<file path="src/rtl/screen_compositor.sv">
// rtl/screen_compositor.sv - windowed ROM screen selector with button background and blink
//
// Ports:
//   clk, rst            pixel clock, asynchronous active-high reset
//   bright              display-active flag aligned with hCount/vCount
//   hCount, vCount      current raster column/row
//   screen_sel          requested screen index, qualified by sel_valid strobe
//   blink_en            level, blinks the window between screen and background
//   btn                 {up, right, down, left} background colour buttons
//   pix_in              flat ROM outputs, screen k at [12k+11:12k], ROM_LAT cycles late
//   rgb                 registered pixel colour, ROM_LAT+1 cycles after coordinates
//   sel_active          screen currently displayed
//   frame_start         one-cycle pulse the cycle after hCount==0 && vCount==0
module screen_compositor #(
  parameter int NUM_SCREENS  = 8,
  parameter int SEL_W        = 3,
  parameter int ROM_LAT      = 1,
  parameter int WIN_X        = 143,
  parameter int WIN_Y        = 34,
  parameter int WIN_W        = 640,
  parameter int WIN_H        = 480,
  parameter int HOLD_FRAMES  = 30,
  parameter int BLINK_FRAMES = 15
) (
  input  logic                      clk,
  input  logic                      rst,
  input  logic                      bright,
  input  logic [9:0]                hCount,
  input  logic [9:0]                vCount,
  input  logic [SEL_W-1:0]          screen_sel,
  input  logic                      sel_valid,
  input  logic                      blink_en,
  input  logic [3:0]                btn,
  input  logic [12*NUM_SCREENS-1:0] pix_in,
  output logic [11:0]               rgb,
  output logic [SEL_W-1:0]          sel_active,
  output logic                      frame_start
);

  // 11-bit bounds so WIN_X+WIN_W-1 cannot wrap against a 10-bit counter
  localparam logic [10:0]    X_LO       = 11'(WIN_X);
  localparam logic [10:0]    X_HI       = 11'(WIN_X + WIN_W - 1);
  localparam logic [10:0]    Y_LO       = 11'(WIN_Y);
  localparam logic [10:0]    Y_HI       = 11'(WIN_Y + WIN_H - 1);
  localparam logic [SEL_W:0] NUM_SEL    = (SEL_W + 1)'(NUM_SCREENS);
  localparam logic [7:0]     HOLD_INIT  = 8'(HOLD_FRAMES);
  localparam logic [7:0]     BLINK_LAST = 8'(BLINK_FRAMES - 1);

  logic               fs;
  logic               sel_ok;
  logic               in_win;
  logic [11:0]        btn_col;
  logic [11:0]        pix_sel;

  logic [SEL_W-1:0]   sel_pending_q, sel_pending_d;
  logic [SEL_W-1:0]   sel_active_q, sel_active_d;
  logic [11:0]        bg_q, bg_d;
  logic [7:0]         hold_q, hold_d;
  logic [7:0]         blink_cnt_q, blink_cnt_d;
  logic               blink_phase_q, blink_phase_d;
  logic [ROM_LAT-1:0] bright_sr_q, bright_sr_d;
  logic [ROM_LAT-1:0] win_sr_q, win_sr_d;
  logic [11:0]        rgb_q, rgb_d;
  logic               frame_start_q;

  assign fs     = (hCount == 10'd0) && (vCount == 10'd0);
  assign sel_ok = sel_valid && ({1'b0, screen_sel} < NUM_SEL);
  assign in_win = ({1'b0, hCount} >= X_LO) && ({1'b0, hCount} <= X_HI) &&
                  ({1'b0, vCount} >= Y_LO) && ({1'b0, vCount} <= Y_HI);

  // up > right > down > left
  always_comb begin
    btn_col = 12'h0F0;
    if (btn[3])      btn_col = 12'hF00;
    else if (btn[2]) btn_col = 12'h01F;
    else if (btn[1]) btn_col = 12'hFF0;
  end

  always_comb begin
    pix_sel = 12'h000;
    for (int k = 0; k < NUM_SCREENS; k++) begin
      if (sel_active_q == SEL_W'(k)) pix_sel = pix_in[12*k +: 12];
    end
  end

  always_comb begin
    sel_pending_d = sel_pending_q;
    if (sel_ok) sel_pending_d = screen_sel;

    // a valid strobe landing on fs bypasses the pending register
    sel_active_d = sel_active_q;
    if (fs) sel_active_d = sel_ok ? screen_sel : sel_pending_q;

    // a press beats the frame-start decrement
    bg_d   = bg_q;
    hold_d = hold_q;
    if (|btn) begin
      bg_d   = btn_col;
      hold_d = HOLD_INIT;
    end else if (fs && (hold_q != 8'd0)) begin
      hold_d = hold_q - 8'd1;
      if (hold_q == 8'd1) bg_d = 12'h000;
    end

    blink_cnt_d   = blink_cnt_q;
    blink_phase_d = blink_phase_q;
    if (!blink_en) begin
      blink_cnt_d   = 8'd0;
      blink_phase_d = 1'b0;
    end else if (fs) begin
      if (blink_cnt_q == BLINK_LAST) begin
        blink_cnt_d   = 8'd0;
        blink_phase_d = ~blink_phase_q;
      end else begin
        blink_cnt_d = blink_cnt_q + 8'd1;
      end
    end

    // delay bright/window by the ROM latency so they meet the ROM data
    bright_sr_d    = bright_sr_q << 1;
    bright_sr_d[0] = bright;
    win_sr_d       = win_sr_q << 1;
    win_sr_d[0]    = in_win;

    if (!bright_sr_q[ROM_LAT-1])                        rgb_d = 12'h000;
    else if (win_sr_q[ROM_LAT-1] && !blink_phase_q)     rgb_d = pix_sel;
    else                                                rgb_d = bg_q;
  end

  always_ff @(posedge clk or posedge rst) begin
    if (rst) begin
      sel_pending_q <= '0;
      sel_active_q  <= '0;
      bg_q          <= 12'hFFF;
      hold_q        <= HOLD_INIT;
      blink_cnt_q   <= 8'd0;
      blink_phase_q <= 1'b0;
      bright_sr_q   <= '0;
      win_sr_q      <= '0;
      rgb_q         <= 12'h000;
      frame_start_q <= 1'b0;
    end else begin
      sel_pending_q <= sel_pending_d;
      sel_active_q  <= sel_active_d;
      bg_q          <= bg_d;
      hold_q        <= hold_d;
      blink_cnt_q   <= blink_cnt_d;
      blink_phase_q <= blink_phase_d;
      bright_sr_q   <= bright_sr_d;
      win_sr_q      <= win_sr_d;
      rgb_q         <= rgb_d;
      frame_start_q <= fs;
    end
  end

  assign rgb         = rgb_q;
  assign sel_active  = sel_active_q;
  assign frame_start = frame_start_q;

endmodule

</file>
<file path="config.mk">
export PLATFORM = sky130hd
export DESIGN_NAME = screen_compositor
export DESIGN_NICKNAME = d
export VERILOG_FILES = /design/src/rtl/screen_compositor.sv
export SDC_FILE = /design/constraint.sdc
export NUM_CORES = 1
export LEC_CHECK = 0
export ABC_CLOCK_PERIOD_IN_PS = 2400
export CAP_MARGIN = 20
export CELL_PAD_IN_SITES_DETAIL_PLACEMENT = 0
export CELL_PAD_IN_SITES_GLOBAL_PLACEMENT = 1
export CORE_ASPECT_RATIO = 0.75
export CORE_UTILIZATION = 29
export DETAILED_ROUTE_END_ITERATION = 8
export PLACE_DENSITY_LB_ADDON = 0.1
export SYNTH_ARGS = -nofsm -noshare
export SYNTH_HDL_FRONTEND = slang
export SYNTH_SLANG_ARGS = --single-unit
</file>
<file path="constraint.sdc">
create_clock -name clk -period 2.4 [get_ports clk]
set_input_delay 0.6 -clock clk [delete_from_list [all_inputs] [get_ports clk]]
set_output_delay 0.6 -clock clk [all_outputs]
set_load 0.1 [all_outputs]
</file>
==> flow_metrics.env <==
export IMPL_crit_arrival_ps=2540
export IMPL_yosysWarnings=0
export IMPL_power_leakage_nw=1.99
export IMPL_holdBufCountCts=0
export IMPL_start_util_pct=29.8
export IMPL_crit_slowest_cell="or4_4"
export IMPL_clkSlewWorstSetupHoldPaths_ps=70
export IMPL_status="completed"
export IMPL_path_delay_family="simple AND/OR/NAND/NOR gates"
export IMPL_layout_area_seq_sq_um=1060
export IMPL_tightest_slew_ps=912
export IMPL_critPathRequiredTime_ps=2620
export IMPL_pre_cts_ws_ps=-224
export IMPL_final_net_count=628
export IMPL_routedWlPerCell_um=14.9
export IMPL_dr_pass1_iters=4
export IMPL_cp_max_fo=4
export IMPL_cp_startpoint="vCount[2]"
export IMPL_dieWidth_um=117
export IMPL_grt_ovfl_total=0
export IMPL_stdcell_area_sq_um=4800
export IMPL_pin_count=144
export IMPL_place_congestion=0.823
export IMPL_fin_cells=628
export IMPL_io_buffers=143
export IMPL_slew_viol_final=0
export IMPL_multi_input_area_sq_um=1730
export IMPL_synth_seq_area_share_pct=37.0
export IMPL_cts_tree="yes"
export IMPL_n_antenna_cell=0
export IMPL_drive_above_1_share_pct=15.1
export IMPL_ff2ff_setup_slack_ps=430
export IMPL_holdCritPathClass="register to register"
export IMPL_slew_headroom_pct=39.0
export IMPL_ys_ff_latch=42
export IMPL_cts_buffer_depth=2
export IMPL_grt_max_degree=29
export IMPL_ctsResizeCount=0
export IMPL_setup_viol=0
export IMPL_vias=3110
export IMPL_vias_per_cell=4.95
export IMPL_r2r_start="hold_q[1]"
export IMPL_grt_pass1_wl_mm=14.7
export IMPL_path_buf_inv=1
export IMPL_final_hold_violation_count=0
export IMPL_drt_initial_drc_count=141
export IMPL_fin_crit_sh_pct=96.9
export IMPL_fmax_ghz=0.430
export IMPL_postCtsSetupBuffers=0
export IMPL_rsz0062_at_grt="yes"
export IMPL_drc=0
export IMPL_hold_ws_ps=497
export IMPL_r2r_end="hold_q[0]"
export IMPL_htreeDepth=2
export IMPL_fillers=972
export IMPL_cts_sinks=42
export IMPL_grt_pass1_vias=2987
export IMPL_worstSkewPairLatency_ps=290
export IMPL_design_die_area_sq_um=10300
export IMPL_syn_avg_cell_area_sq_um=8.52
export IMPL_powerDensity_nw_per_um2=432
export IMPL_hold_start="bg_q[3]"
export IMPL_numCtsBuffers=5
export IMPL_startpoint_type="input pin"
export IMPL_critPathCaptureType="register"
export IMPL_max_stage_delay_ps=530
export IMPL_dp_hpwl_mm=7.40
export IMPL_core_area_sq_um=9620
export IMPL_dp_cells=620
export IMPL_wirelength_mm=9.36
export IMPL_async_reset_ff_share_pct=100
export IMPL_cts_root_buffer="clkbuf_16"
export IMPL_antenna_found_initial=0
export IMPL_setup_slack_ps=74.9
export IMPL_synth_nets=470
export IMPL_fin_skew_ps=7.92
export IMPL_synth_edff_count=0
export IMPL_synth_area_sq_um=2870
export IMPL_postSynthCellCount=337
export IMPL_cp_endpoint="blink_cnt_q[4]"
export IMPL_grtUsageTotal_pct=18.3
export IMPL_synth_cell_types=55
export IMPL_syn_to_final_growth_pct=67.3
export IMPL_vdd_drop_max_mv=0.300
export IMPL_power_mw=2.07
export IMPL_die_h_um=88.2
export IMPL_path_cells="clkdlybuf4s50_1 -> or4_4 -> nor3_4 -> nand2_2 -> or4_1 -> a21boi_1"
export IMPL_rows=31
export IMPL_placed_area_sq_um=4610
export IMPL_tns_ps=0
export IMPL_fin_util_pct=49.9
export IMPL_drv_cap=0
export IMPL_cp_depth=6
export IMPL_ant_nets=0
export IMPL_dominantRegCellSynth="dfrtp_1"
export IMPL_reg2reg_depth=8
export IMPL_worst_setup_path_type="input pin to register"
export IMPL_period_needed_ps=2330
[Yosys cell counts, types with 8 or more instances]
cell      number  area [sq um]
a22o_1        16           140
clkbuf_1      14          52.6
nor2_1        35           131
dfstp_2        8           210
nor3_1         9          45.0
o21a_1         8          60.1
nand2_1       50           188
a21oi_1       25           125
dfrtp_1       34           851
mux2i_1       13           130
o21ai_0        9          45.0
o221ai_1       9          78.8
nand3_1        9          45.0
[kinds of logic after synthesis]
group / share of synthesized area [%]
AO/OA/AOI/OAI: 22.7
XOR/XNOR: 1.83
adder cells (fa/ha/maj): 2.18
buffers and inverters: 3.49
flip-flops: 37.0
multiplexers: 7.67
AND/OR/NAND/NOR: 25.2
[layout by cell type, fill, tap and decap left out, types with 5 or more instances in the layout]
master,Yosys,layout
clkdlybuf4s50_1,0,125
nand2_1,50,50
buf_4,0,38
nor2_1,35,35
dfrtp_1,34,34
a21oi_1,25,25
a22o_1,16,16
mux2i_1,13,13
nor3_1,9,9
nand3_1,9,9
o21ai_0,9,9
o221ai_1,9,9
o21a_1,8,8
dfstp_2,8,8
nand4_1,7,7
mux2_2,6,6
and3_1,5,5
inv_1,6,5
ha_1,5,5
clkbuf_16,0,5
[how the worst min path moves through the flow]
stage | cells after the start | to
final | 1 | bg_q[3]
after global routing | 1 | sel_pending_q[0]
after CTS | 1 | bg_q[3]
after floorplan | 1 | bg_q[3]
after detailed placement | 1 | sel_pending_q[0]
after global placement | 1 | sel_pending_q[1]
[power breakdown]
part	internal (mW)	switching, mW
combinational	0.268	0.260
sequential	0.740	0.0151
clock	0.493	0.297
[worst reg2reg max path, cell delays in order, from the launching register on]
cell and delay [ps]:
dfstp_2 560, inv_1 80, ha_1 190, nor4b_1 140, buf_4 160, a2111oi_4 360, nand2_1 160, xnor2_1 160
nor2_1 50
[flip-flops by register name, indices dropped and copies added (netlist names)]
| name | cells |
|---|---|
| bg_q | 4 |
| blink_cnt_q | 8 |
| blink_phase_q | 1 |
| bright_sr_q | 1 |
| frame_start | 1 |
| hold_q | 8 |
| rgb | 12 |
| sel_active | 3 |
| sel_pending_q | 3 |
| win_sr_q | 1 |
[layer usage]
| metal | GRT usage [%] | vias to the layer above | wire, um |
|---|---|---|---|
| met4 | 2.30 | 0 | 57 |
| met2 | 29.0 | 76 | 4250 |
| li1 | - | 1558 | - |
| met3 | 4.57 | 4 | 441 |
| met5 | 0 | - | 0 |
| met1 | 25.7 | 1472 | 4610 |
[area by class of cell]
type | instances | share of cell area [%]
Multi-Input combinational cell | 269 | 36.0
Inverter | 7 | 0.547
Tap cell | 132 | 3.44
Timing Repair Buffer | 170 | 34.4
Clock inverter | 3 | 0.912
Sequential cell | 42 | 22.1
Clock buffer | 5 | 2.60
Note: power is estimated with default switching activity, not from simulation.
